--- src/rtl/cnt_monitor.sv ---
// Checker for a free-running counter: flags wraps, stalls and illegal jumps.
// All outputs are registered and respond one cycle after the sampling edge.
module cnt_monitor #(
  parameter int WIDTH       = 4,
  parameter int WRAP_W      = 8,
  parameter int STALL_LIMIT = 16
) (
  input  logic              clk,
  input  logic              reset,
  input  logic              en,
  input  logic              clr,
  input  logic [WIDTH-1:0]  cnt,
  output logic              wrap,
  output logic [WRAP_W-1:0] wraps,
  output logic              stall,
  output logic              err,
  output logic [WIDTH-1:0]  err_val
);

  localparam int HOLD_W = $clog2(STALL_LIMIT + 1);
  localparam logic [WIDTH-1:0]  MAX       = '1;
  localparam logic [HOLD_W-1:0] HOLD_SAT  = HOLD_W'(STALL_LIMIT);
  localparam logic [HOLD_W-1:0] HOLD_TRIP = HOLD_W'(STALL_LIMIT - 1);

  typedef enum logic [1:0] {IDLE, TRACK, ERROR} state_t;

  state_t              state_q, state_d;
  logic [WIDTH-1:0]    prev_q, prev_d;
  logic [HOLD_W-1:0]   hold_q, hold_d;
  logic                wrap_q, wrap_d;
  logic [WRAP_W-1:0]   wraps_q, wraps_d;
  logic                stall_q, stall_d;
  logic                err_q, err_d;
  logic [WIDTH-1:0]    err_val_q, err_val_d;
  logic [WIDTH-1:0]    prev_inc;

  assign prev_inc = prev_q + WIDTH'(1);

  always_comb begin
    state_d   = state_q;
    prev_d    = prev_q;
    hold_d    = hold_q;
    wrap_d    = 1'b0;
    wraps_d   = wraps_q;
    stall_d   = stall_q;
    err_d     = err_q;
    err_val_d = err_val_q;

    if (clr) begin
      state_d   = IDLE;
      prev_d    = '0;
      hold_d    = '0;
      wraps_d   = '0;
      stall_d   = 1'b0;
      err_d     = 1'b0;
      err_val_d = '0;
    end else begin
      case (state_q)
        IDLE: begin
          if (en) begin
            prev_d  = cnt;
            hold_d  = '0;
            state_d = TRACK;
          end
        end
        TRACK: begin
          if (en) begin
            prev_d = cnt;
            if (prev_q != MAX && cnt == prev_inc) begin
              hold_d  = '0;
              stall_d = 1'b0;
            end else if (prev_q == MAX && cnt == '0) begin
              wrap_d  = 1'b1;
              if (wraps_q != '1) wraps_d = wraps_q + WRAP_W'(1);
              hold_d  = '0;
              stall_d = 1'b0;
            end else if (cnt == '0 && prev_q != '0) begin
              hold_d  = '0;
              stall_d = 1'b0;
            end else if (cnt == prev_q) begin
              // Trip on the sample that brings the held count up to the limit.
              hold_d = (hold_q == HOLD_SAT) ? HOLD_SAT : hold_q + HOLD_W'(1);
              if (hold_q >= HOLD_TRIP) stall_d = 1'b1;
            end else begin
              err_d     = 1'b1;
              err_val_d = cnt;
              state_d   = ERROR;
            end
          end
        end
        ERROR: begin
        end
        default: state_d = IDLE;
      endcase
    end
  end

  always_ff @(posedge clk or posedge reset) begin
    if (reset) begin
      state_q   <= IDLE;
      prev_q    <= '0;
      hold_q    <= '0;
      wrap_q    <= 1'b0;
      wraps_q   <= '0;
      stall_q   <= 1'b0;
      err_q     <= 1'b0;
      err_val_q <= '0;
    end else begin
      state_q   <= state_d;
      prev_q    <= prev_d;
      hold_q    <= hold_d;
      wrap_q    <= wrap_d;
      wraps_q   <= wraps_d;
      stall_q   <= stall_d;
      err_q     <= err_d;
      err_val_q <= err_val_d;
    end
  end

  assign wrap    = wrap_q;
  assign wraps   = wraps_q;
  assign stall   = stall_q;
  assign err     = err_q;
  assign err_val = err_val_q;

endmodule

--- config.mk ---
export PLATFORM = sky130hd
export DESIGN_NAME = cnt_monitor
export DESIGN_NICKNAME = d
export VERILOG_FILES = /design/src/rtl/cnt_monitor.sv
export SDC_FILE = /design/constraint.sdc
export NUM_CORES = 1
export LEC_CHECK = 0
export CAP_MARGIN = 20
export CELL_PAD_IN_SITES_DETAIL_PLACEMENT = 0
export CELL_PAD_IN_SITES_GLOBAL_PLACEMENT = 2
export CORE_AREA = 2 2 78 72
export DETAILED_ROUTE_END_ITERATION = 8
export DIE_AREA = 0 0 80 74
export HOLD_SLACK_MARGIN = 0.02
export PLACE_DENSITY_LB_ADDON = 0.1
export SLEW_MARGIN = 15
export SYNTH_ARGS = -nofsm -noshare
export SYNTH_HDL_FRONTEND = slang
export SYNTH_SLANG_ARGS = --single-unit
--- constraint.sdc ---
create_clock -name clk -period 5.55 [get_ports clk]
set_input_delay 1.11 -clock clk [delete_from_list [all_inputs] [get_ports clk]]
set_output_delay 1.11 -clock clk [all_outputs]
set_load 0.01 [all_outputs]
==> flow_metrics.py <==
metrics = {
    "die": {
        "ios": 23,
        "chipHeight_um": 74,
        "die-area_um2": 5920,
        "start_util": 0.300,
        "die-width_um": 80,
        "core_ar_um2": 5130,
        "placementRows": 25,
    },
    "clock_tree": {
        "post_cts_resized": 0,
        "clock_tree.buffer_depth": 2,
        "clock_sink_count": 26,
        "cts.clk_slew.worst_paths_ns": 0.10,
        "clock-root-buffer": "clkbuf_8",
        "h-tree-depth": 1,
        "cts.repair_timing.setup_buffer_count": 0,
        "worstSkewPairLatency_ns": 0.28,
        "cts_inserted_buffers": 3,
        "hold_buffers": 0,
        "tritoncts": "yes",
    },
    "detailed_routing": {
        "post_detailed_route_count_of_antenna_violating_nets": 0,
        "post-route-drc-count": 0,
        "detail_route.vias_per_cell": 4.82,
        "vias": 1209,
        "wl_per_cell_um": 14.2,
        "drt_pass1_iterations": 6,
        "dr.first_iter.drc_count": 84,
        "wirelength_um": 3570,
    },
    "final_layout": {
        "count_of_fill_cells_added_during_filler_insertion": 558,
        "layout_commonest_cell": "dfrtp_1",
        "layout_cells_sized_above_1": 0.0707,
        "multi_input_area_um2": 850,
        "syn2layout_area_growth_pct": 24.3,
        "postLayoutCellArea_um2": 1910,
        "final_non_filler_cell_total": 251,
        "antenna_cells": 0,
        "mostFrequentLayoutCells": "dfrtp_1 (26), clkdlybuf4s50_1 (22), nor2_1 (16)",
        "register_area_um2": 651,
        "num-nets-final": 199,
    },
    "critical_path": {
        "path_max_fanout": 24,
        "timing.critical_path.slowest_cell_delay_ns": 0.86,
        "worst-r2r-cell-count": 7,
        "worstPathArrival_ns": 3.32,
        "setup_crit_start_kind": "primary input",
        "path_class": "primary input to flop",
        "cpMaxStageDelayCell": "clkdlybuf4s50_1",
        "crit_path_cell_trace": "clkdlybuf4s50_1 > nor2_1 > nand2_1 > a211oi_1 > nand3_1 > mux2i_1",
        "worst_ep_required_time_ns": 5.76,
        "critical_path.endpoint_type": "flop",
    },
    "logic_synthesis": {
        "synth_mux_area_frac": 0.0260,
        "yosys.area.top_type": "dfrtp_1",
        "synth_cell_type_count": 40,
        "synth_sequential_area_ratio": 0.423,
        "synthFlopType": "dfrtp_1",
        "synth_enable_flop_cells": 0,
        "ys_top_cells_by_area": "dfrtp_1 (42%), xnor2_1 (6.3%), ha_1 (4.9%)",
        "ys_async_sr_fraction": 1.00,
        "adder_cell_area_share_of_the_yosys_netlist": 0.0488,
        "post-synth-top-area-fraction": 0.423,
        "register_bit_total_from_synthesis": 26,
        "ys_warn_count": 0,
        "yosys.area_share.xor_xnor": 0.0951,
        "cell_area_after_synthesis_um2": 1540,
        "synthesis.area_per_instance_um2": 9.62,
        "synth_simple_gate_area_share": 0.247,
        "mapped_cells": 160,
        "syn_nets": 174,
        "synth-compound-area-share": 0.135,
        "dominant_combinational_cell_family_by_area_after_synthesis": "simple AND/OR/NAND/NOR gates",
    },
    "min_path": {
        "hold_path.class": "flop to flop",
        "worstHoldPathCells": 2,
    },
    "sta": {
        "unrepaired_setup_endpoints_after_global_routing": "no",
        "min_period_over_period": 0.560,
        "hold_violations": 0,
        "clock-skew-final_ns": 0.00941,
        "worst_relative_slew_slack": 0.422,
        "worst_slew_pin_slew_ns": 0.864,
        "setup_viol_count_final": 0,
        "finalWorstSetupSlack_ns": 2.44,
        "finalCriticalPeriod_ns": 3.11,
        "drv_slew": 0,
        "totalNegativeSetupSlack_ns": 0,
        "max_freq_ghz": 0.322,
    },
    "pwr": {
        "power_density_nw_per_um2": 209,
        "peakVddDrop_v": 0.000115,
        "power.leakage_nw": 0.759,
    },
    "placed_design": {
        "placed_standard_cell_area_um2": 1830,
        "cell_total_after_placement": 246,
        "placement.setup.worst_slack_ns": 2.08,
        "hpwl_um": 2620,
        "port-buffer-count": 22,
        "globalplace.congestion": 0.787,
    },
    "global_routing": {
        "number_of_global_route_vias_before_repair": 1274,
        "grt_antenna_before_repair": 0,
        "grt_start_max_net_pins": 27,
        "grt_overflow_total": 0,
        "track_usage": 0.139,
        "wire_length_of_the_first_global_routing_pass_um": 6380,
    },
    "run": {
        "timing.max_cap.violations": 0,
    },
    "outcome": {
        "result_of_the_run": "complete, no violations",
    },
}
==> state kept, by name (all words and copies together) (netlist names) <==
| name | flops |
|---|---|
| prev_q | 4 |
| wrap | 1 |
| err_val | 4 |
| stall | 1 |
| hold_q | 5 |
| state_q | 2 |
| err | 1 |
| wraps | 8 |
==> cell families (layout without fill, tap and decap cells) <==
group | after synthesis | count (layout)
mux | 4 | 4
simple gates | 70 | 70
xor+xnor | 14 | 14
flops | 26 | 26
fa+ha+maj | 6 | 6
buf+inv | 10 | 34
compound gates | 30 | 30
==> Yosys cell counts (2+ instances only) <==
| library cell | count |
|---|---|
| mux2i_1 | 4 |
| o21ai_0 | 6 |
| nand3b_1 | 2 |
| ha_1 | 6 |
| nand2b_1 | 3 |
| nor3_1 | 5 |
| inv_1 | 7 |
| dfrtp_1 | 26 |
| nor4_1 | 4 |
| nor2_1 | 16 |
| clkbuf_1 | 2 |
| xnor2_1 | 11 |
| and3_1 | 2 |
| nand3_1 | 11 |
| nor2b_1 | 2 |
| o21ai_1 | 5 |
| a21oi_1 | 10 |
| nand2_1 | 14 |
| nand4_1 | 3 |
==> layer usage <==
| metal | part of all wire | GRT usage | wire (µm) | vias to the layer above |
|---|---|---|---|---|
| met5 | 0 | 0 | 0 | - |
| met4 | 0.0062 | 0.0282 | 22 | 0 |
| met3 | 0.040 | 0.0340 | 143 | 2 |
| met2 | 0.44 | 0.219 | 1570 | 18 |
| met1 | 0.51 | 0.196 | 1830 | 575 |
| li1 | - | - | - | 614 |
==> where the power goes <==
part / internal, mW / leakage, nW / total (mW) / switching, mW
registers: 0.195 / 0.357 / 0.202 / 0.00704
clock network: 0.0635 / 0.0288 / 0.126 / 0.0628
logic: 0.0305 / 0.373 / 0.0713 / 0.0408
==> area by class of cell <==
| cell class | count | share of cell area |
|---|---|---|
| Tap cell | 67 | 0.0438 |
| Clock buffer | 4 | 0.0288 |
| Multi-Input combinational cell | 124 | 0.444 |
| Inverter | 7 | 0.0137 |
| Sequential cell | 26 | 0.340 |
| Timing Repair Buffer | 23 | 0.129 |
==> worst paths after layout <==
check / end / startpoint / slack [ns]
setup / recovery: hold_q[1] / clr / 2.44
hold / removal: err / err / 0.52
setup reg to reg: hold_q[4] / prev_q[0] / 3.41
hold reg to reg: err / err / 0.52
max in group asynchronous: wrap / reset / 4.08
min in group asynchronous: hold_q[1] / reset / 1.07
==> through the flow <==
step	utilization	hold WS [ns]	power (mW)
after CTS	0.368	0.530	0.407
after global routing	0.373	0.556	0.424
after detailed placement	0.357	0.493	0.276
final	0.373	0.524	0.400
after global placement	0.357	0.492	0.276
after floorplan	-	0.505	0.252
==> worst max-delay path: cells and delay by family <==
| family | cells | cell delay (ns) |
|---|---|---|
| AOI/OAI and AO/OA | 1 | 0.48 |
| buffers and inverters | 1 | 0.86 |
| muxes | 1 | 0.14 |
| and+or+nand+nor | 3 | 0.71 |
(Power assumes the default switching activity.)
